**config.mk**
```make
export PLATFORM = sky130hd
export DESIGN_NAME = mem_arbiter_flat
export DESIGN_NICKNAME = d
export VERILOG_FILES = /design/src/rtl/mem_arbiter_if.sv /design/src/rtl/mem_arbiter.sv /design/src/flat_wrapper.sv
export SDC_FILE = /design/constraint.sdc
export NUM_CORES = 1
export LEC_CHECK = 0
export ABC_AREA = 1
export ABC_CLOCK_PERIOD_IN_PS = 1850
export CAP_MARGIN = 40
export CORE_MARGIN = 2
export CORE_UTILIZATION = 60
export CTS_CLUSTER_SIZE = 16
export DETAILED_ROUTE_END_ITERATION = 10
export DONT_BUFFER_PORTS = 1
export HOLD_SLACK_MARGIN = 0.08
export PLACE_DENSITY_LB_ADDON = 0.15
export REMOVE_ABC_BUFFERS = 1
export SLEW_MARGIN = 10
export SYNTH_ARGS = -nofsm -noshare
export SYNTH_HDL_FRONTEND = slang
export SYNTH_SLANG_ARGS = --single-unit
export TNS_END_PERCENT = 5
```
**constraint.sdc**
```tcl
create_clock -name clock -period 1.85 [get_ports clock]
set_input_delay 0.2775 -clock clock [delete_from_list [all_inputs] [get_ports clock]]
set_output_delay 0.2775 -clock clock [all_outputs]
set_load 0.1 [all_outputs]
```
**src/rtl/mem_arbiter_if.sv**
```systemverilog
// Request/ack ports for the IF and MEM clients plus the 16-bit SRAM bus.
// slave = arbiter side, master = clients and SRAM model side.
interface mem_arbiter_if #(parameter int ADDR_W = 18);
  logic              if_req;
  logic [ADDR_W-1:0] if_addr;
  logic [31:0]       if_rdata;
  logic              if_ack;
  logic              stall_if;
  logic              mem_req;
  logic              mem_rw;
  logic [ADDR_W-1:0] mem_addr;
  logic [31:0]       mem_wdata;
  logic [31:0]       mem_rdata;
  logic              mem_ack;
  logic              stall_mem;
  logic [ADDR_W-1:0] ram_addr;
  logic              ram_wre;
  logic              ram_oe;
  logic [15:0]       ram_wdata;
  logic [15:0]       ram_rdata;

  modport slave (
    input  if_req, if_addr, mem_req, mem_rw, mem_addr, mem_wdata, ram_rdata,
    output if_rdata, if_ack, stall_if, mem_rdata, mem_ack, stall_mem,
           ram_addr, ram_wre, ram_oe, ram_wdata
  );

  modport master (
    output if_req, if_addr, mem_req, mem_rw, mem_addr, mem_wdata, ram_rdata,
    input  if_rdata, if_ack, stall_if, mem_rdata, mem_ack, stall_mem,
           ram_addr, ram_wre, ram_oe, ram_wdata
  );
endinterface

```
**src/rtl/mem_arbiter.sv**
```systemverilog
// Shares one 16-bit SRAM between IF and MEM ports; each 32-bit access is a
// low-half then high-half RAM cycle, MEM preferred with an IF anti-starvation count.
module mem_arbiter #(
  parameter int ADDR_W     = 18,
  parameter int STARVE_MAX = 4
) (
  input  logic clock,
  input  logic reset,
  mem_arbiter_if.slave bus
);
  localparam int CNT_W = $clog2(STARVE_MAX + 1);
  localparam logic [CNT_W-1:0] CNT_MAX = CNT_W'(STARVE_MAX);

  typedef enum logic [1:0] {IDLE, LO, HI, DONE} state_t;

  state_t            state_q, state_d;
  logic [CNT_W-1:0]  cnt_q, cnt_d;
  logic              own_mem_q, own_mem_d;
  logic              rd_q, rd_d;
  logic [ADDR_W-2:0] addr_q, addr_d;
  logic [31:0]       wdata_q, wdata_d;
  logic [15:0]       lo_q, lo_d;
  logic [31:0]       if_rdata_q, if_rdata_d;
  logic [31:0]       mem_rdata_q, mem_rdata_d;
  logic              grant_if;
  logic              if_ack_c, mem_ack_c;
  logic              unused_addr_lsb;

  // Halfword select comes from the FSM phase, so address bit 0 is never used.
  assign unused_addr_lsb = bus.if_addr[0] ^ bus.mem_addr[0];

  always_comb begin
    state_d       = state_q;
    cnt_d         = cnt_q;
    own_mem_d     = own_mem_q;
    rd_d          = rd_q;
    addr_d        = addr_q;
    wdata_d       = wdata_q;
    lo_d          = lo_q;
    if_rdata_d    = if_rdata_q;
    mem_rdata_d   = mem_rdata_q;
    if_ack_c      = 1'b0;
    mem_ack_c     = 1'b0;
    bus.ram_addr  = '0;
    bus.ram_wre   = 1'b0;
    bus.ram_oe    = 1'b0;
    bus.ram_wdata = '0;
    grant_if      = bus.if_req & (~bus.mem_req | (cnt_q == CNT_MAX));
    case (state_q)
      IDLE: begin
        if (bus.if_req | bus.mem_req) begin
          state_d   = LO;
          own_mem_d = ~grant_if;
          if (grant_if) begin
            rd_d    = 1'b1;
            addr_d  = bus.if_addr[ADDR_W-1:1];
            wdata_d = '0;
            cnt_d   = '0;
          end else begin
            rd_d    = bus.mem_rw;
            addr_d  = bus.mem_addr[ADDR_W-1:1];
            wdata_d = bus.mem_wdata;
            if (bus.if_req && cnt_q != CNT_MAX) cnt_d = cnt_q + 1'b1;
          end
        end
      end
      LO: begin
        bus.ram_addr = {addr_q, 1'b0};
        if (rd_q) begin
          lo_d = bus.ram_rdata;
        end else begin
          bus.ram_wre   = 1'b1;
          bus.ram_oe    = 1'b1;
          bus.ram_wdata = wdata_q[15:0];
        end
        state_d = HI;
      end
      HI: begin
        bus.ram_addr = {addr_q, 1'b1};
        // Result lands in the owner's register here so it is valid during the ack.
        if (rd_q) begin
          if (own_mem_q) mem_rdata_d = {bus.ram_rdata, lo_q};
          else           if_rdata_d  = {bus.ram_rdata, lo_q};
        end else begin
          bus.ram_wre   = 1'b1;
          bus.ram_oe    = 1'b1;
          bus.ram_wdata = wdata_q[31:16];
        end
        state_d = DONE;
      end
      DONE: begin
        if_ack_c  = ~own_mem_q;
        mem_ack_c = own_mem_q;
        state_d   = IDLE;
      end
      default: state_d = IDLE;
    endcase
  end

  always_ff @(posedge clock or negedge reset) begin
    if (!reset) begin
      state_q     <= IDLE;
      cnt_q       <= '0;
      own_mem_q   <= 1'b0;
      rd_q        <= 1'b0;
      addr_q      <= '0;
      wdata_q     <= '0;
      lo_q        <= '0;
      if_rdata_q  <= '0;
      mem_rdata_q <= '0;
    end else begin
      state_q     <= state_d;
      cnt_q       <= cnt_d;
      own_mem_q   <= own_mem_d;
      rd_q        <= rd_d;
      addr_q      <= addr_d;
      wdata_q     <= wdata_d;
      lo_q        <= lo_d;
      if_rdata_q  <= if_rdata_d;
      mem_rdata_q <= mem_rdata_d;
    end
  end

  assign bus.if_rdata  = if_rdata_q;
  assign bus.mem_rdata = mem_rdata_q;
  assign bus.if_ack    = if_ack_c;
  assign bus.mem_ack   = mem_ack_c;
  assign bus.stall_if  = bus.if_req & ~if_ack_c;
  assign bus.stall_mem = bus.mem_req & ~mem_ack_c;
endmodule

```
**src/flat_wrapper.sv**
```systemverilog
// flat-port wrapper written by rule: the top's interface ports become plain ports
module mem_arbiter_flat 
#(
  parameter int ADDR_W     = 18,
  parameter int STARVE_MAX = 4
)
  (clock, reset, bus_if_req, bus_if_addr, bus_mem_req, bus_mem_rw, bus_mem_addr, bus_mem_wdata, bus_ram_rdata, bus_if_rdata, bus_if_ack, bus_stall_if, bus_mem_rdata, bus_mem_ack, bus_stall_mem, bus_ram_addr, bus_ram_wre, bus_ram_oe, bus_ram_wdata);
  mem_arbiter_if #(.ADDR_W(ADDR_W)) bus_i ();
  input  logic clock;
  input  logic reset;
  input wire logic [$bits(bus_i.if_req)-1:0] bus_if_req;
  input wire logic [$bits(bus_i.if_addr)-1:0] bus_if_addr;
  input wire logic [$bits(bus_i.mem_req)-1:0] bus_mem_req;
  input wire logic [$bits(bus_i.mem_rw)-1:0] bus_mem_rw;
  input wire logic [$bits(bus_i.mem_addr)-1:0] bus_mem_addr;
  input wire logic [$bits(bus_i.mem_wdata)-1:0] bus_mem_wdata;
  input wire logic [$bits(bus_i.ram_rdata)-1:0] bus_ram_rdata;
  output wire logic [$bits(bus_i.if_rdata)-1:0] bus_if_rdata;
  output wire logic [$bits(bus_i.if_ack)-1:0] bus_if_ack;
  output wire logic [$bits(bus_i.stall_if)-1:0] bus_stall_if;
  output wire logic [$bits(bus_i.mem_rdata)-1:0] bus_mem_rdata;
  output wire logic [$bits(bus_i.mem_ack)-1:0] bus_mem_ack;
  output wire logic [$bits(bus_i.stall_mem)-1:0] bus_stall_mem;
  output wire logic [$bits(bus_i.ram_addr)-1:0] bus_ram_addr;
  output wire logic [$bits(bus_i.ram_wre)-1:0] bus_ram_wre;
  output wire logic [$bits(bus_i.ram_oe)-1:0] bus_ram_oe;
  output wire logic [$bits(bus_i.ram_wdata)-1:0] bus_ram_wdata;
  assign bus_i.if_req = bus_if_req;
  assign bus_i.if_addr = bus_if_addr;
  assign bus_i.mem_req = bus_mem_req;
  assign bus_i.mem_rw = bus_mem_rw;
  assign bus_i.mem_addr = bus_mem_addr;
  assign bus_i.mem_wdata = bus_mem_wdata;
  assign bus_i.ram_rdata = bus_ram_rdata;
  assign bus_if_rdata = bus_i.if_rdata;
  assign bus_if_ack = bus_i.if_ack;
  assign bus_stall_if = bus_i.stall_if;
  assign bus_mem_rdata = bus_i.mem_rdata;
  assign bus_mem_ack = bus_i.mem_ack;
  assign bus_stall_mem = bus_i.stall_mem;
  assign bus_ram_addr = bus_i.ram_addr;
  assign bus_ram_wre = bus_i.ram_wre;
  assign bus_ram_oe = bus_i.ram_oe;
  assign bus_ram_wdata = bus_i.ram_wdata;
  mem_arbiter #(.ADDR_W(ADDR_W), .STARVE_MAX(STARVE_MAX)) u_core (.clock(clock), .reset(reset), .bus(bus_i));
endmodule
```
==> results.cfg <==
[status]
status = finished, violations left
violations = hold timing, setup timing

[global_routing]
overflow = 0
grt_max_degree = 137
antenna_found_initial = 0
grt_usage_pct = 37.4
grt_pass1_wl_mm = 31.8
grt_pass1_vias = 6379

[layout]
final_cells = 1047
n_fill_cell = 352
multi_input_area_sq_um = 2180
nets = 997
layout-drive-gt1-share_pct = 22.2
area_growth_pct = 51.0
seq_area_sq_um = 3400
post-route-util_pct = 92.9
antennaDiodeCount = 0

[floorplan]
initial_core_util_pct = 61.5
die_x_um = 104
io_pins = 193
rows = 36
core_area_sq_um = 9770
die_height_um = 104
dieArea_sq_um = 10800

[timing]
period_minus_slack_ns = 2.24
tightest_slew_ns = 0.760
grt_setup_unrepaired = yes
setup_viol = 39
fin_skew_ns = 0.00700
finalSetupTns_ns = -13.32
period_share_pct = 121
slew_headroom_pct = 49.3
drv_slew = 0
final_hold_viol_count = 136
fmax_mhz = 446
worst_slack_ns = -0.392
hold-worst-slack_ns = -0.564

[routing]
vias = 5913
ant_nets = 0
avgRoutedWirePerCell_um = 19.1
drt-initial-drc-count = 506
viasPerCell = 5.65
wirelength_mm = 20.0
drc_errors = 0
firstDrtPassIters = 5

[synthesis]
yosys.area_share.simple_pct = 22.8
syn_area_sq_um = 6020
yosysSeqAreaShare_pct = 56.6
synth_compound_area_share_pct = 8.86
syn_inst = 718
synth_cell_types = 20
syn_area_per_cell_sq_um = 8.38
synth_top_family_by_area = simple AND/OR/NAND/NOR gates
synth_mux_area_share_pct = 0
synthAdderAreaFrac_pct = 1.46
ys_seq_elements = 136
synth_xor_area_share_pct = 0.146
synth_warnings = 0

[setup_path]
crit_family = buffers and inverters
rrSetupSlack_ns = 0.21
cp.required_ns = 1.57
reg2regPathDepth = 7
critPathSlowestCell = dfrtp_1
crit-reg2reg-launch = u_core.state_q[0]
crit_arrival_ns = 1.96
r2r-end = u_core.lo_q[5]
crit_path_end_kind = output pin
crit_type = reg2out
crit_fanout = 17
cp_common_cell = buf_12
critPathBufInv = 3
max_stage_delay_ns = 0.41
crit_chain = buf_4, ha_4, buf_12, nand2_1, a21oi_2, buf_12
worstSetupStartpointType = register

[clocking]
cts_tree = done
clock_sinks = 136
path_clk_slew_ns = 0.06
cts_htree_levels = 4
worst_skew_pair.late_latency_ns = 0.53
ctsHoldBuffers = 85
numCtsBuffers = 17
cts.path.max_buffers = 2
root_buffer = clkbuf_8

[min_path]
hp-class = in2async

[placed_design]
hpwl_mm = 9.47
gp_routability_congestion = 0.793
placedCellCount = 926
io_buffer_count = 0

[flow_run]
maxCapViolCount = 0
cell type report:
cell class	instances	share of cell area (%)
Tap cell	133	1.83
Clock buffer	18	4.71
Timing Repair Buffer	204	25.6
Sequential cell	136	37.5
Clock inverter	14	2.30
Inverter	97	4.04
Multi-Input combinational cell	445	24.0
per-layer routing:
| layer | track usage (%) | vias to the layer above | routed length [um] | share of wire [%] |
|---|---|---|---|---|
| li1 | - | 2597 | - | - |
| met1 | 40.7 | 2856 | 7020 | 35 |
| met2 | 66.6 | 357 | 10500 | 53 |
| met3 | 9.96 | 103 | 1430 | 7.2 |
| met4 | 20.0 | 0 | 1010 | 5.0 |
| met5 | 0 | - | 0 | 0 |
how the worst max path moves through the flow:
stage                            from           endpoint  slack [ns]  cells after the start
global route        u_core.state_q[0]   bus_ram_wdata[6]       -0.43                      6
finish              u_core.state_q[0]   bus_ram_wdata[6]       -0.39                      6
detailed placement  u_core.state_q[0]   bus_ram_wdata[0]        0.09                      6
CTS                 u_core.state_q[1]  bus_ram_wdata[11]       -0.32                      6
floorplan           u_core.state_q[1]       bus_stall_if       -1.23                      4
global placement    u_core.state_q[0]   bus_ram_wdata[4]        0.17                      6
registers in the layout (all words and copies together), names as in the netlist:
name                  flops
u_core.addr_q            17
u_core.bus.if_rdata      32
u_core.bus.mem_rdata     32
u_core.cnt_q              3
u_core.lo_q              16
u_core.own_mem_q          1
u_core.rd_q               1
u_core.state_q            2
u_core.wdata_q           32
cells by family (layout without fill, tap and decap cells):
kind of cell    Yosys count  after routing
compound gates          105            105
fa+ha+maj                 7              7
buf+inv                 137            333
xor+xnor                  1              1
simple gates            332            332
flops                   136            136
synth_stat cells:
cell	instances	share of area, %
ha_1	7	1.5
a21oi_1	16	1.3
xor2_1	1	0.15
o21ai_0	22	1.8
buf_2	20	1.7
inv_1	96	6.0
inv_2	1	0.062
nor2_1	20	1.2
buf_4	12	1.5
o21ai_1	65	5.4
buf_6	4	0.75
nand2_4	1	0.19
nand3_1	70	5.8
dfrtp_1	136	57
o21ai_2	2	0.29
nand3_2	1	0.17
nand3_4	1	0.29
nand2_1	236	15
clkbuf_1	4	0.25
nand2_2	3	0.31
stage by stage:
step	cell area [sq um]	setup slack [ns]
2_1_floorplan	5770	-1.23
3_3_place_gp	7460	0.166
3_5_place_dp	7460	0.0872
4_1_cts	9020	-0.323
5_1_grt	9080	-0.431
6_report	9080	-0.392
cells in the final DEF, fill, tap and decap left out, drive strengths merged:
cell type and count:
nand2 240, dfrtp 136, buf 118, inv 104, o21ai 89, dlygate4sd3 84, nand3 72, nor2 20
clkbuf 19, a21oi 16, ha 7, bufinv 4, clkinv 2, xor2 1, clkinvlp 1, dlymetal6s4s 1
worst register-to-register path, cell delays in order, from the launching register on:
cell	delay, ns
dfrtp_1	0.42
buf_4	0.17
ha_4	0.18
buf_12	0.15
nand2_2	0.06
buf_4	0.32
nand2_1	0.15
o21ai_0	0.11
repair_timing:
item,CTS,global route
setup endpoints to repair,39,41
pin swaps,2,3
endpoints found under the hold margin,239,136
cloned,0,1
gates resized for setup,10,7
setup buffers,3,0
Power is left out: the tool's default activity adds up to more than one toggle a clock period on the data nets, which glitch-free logic cannot reach.
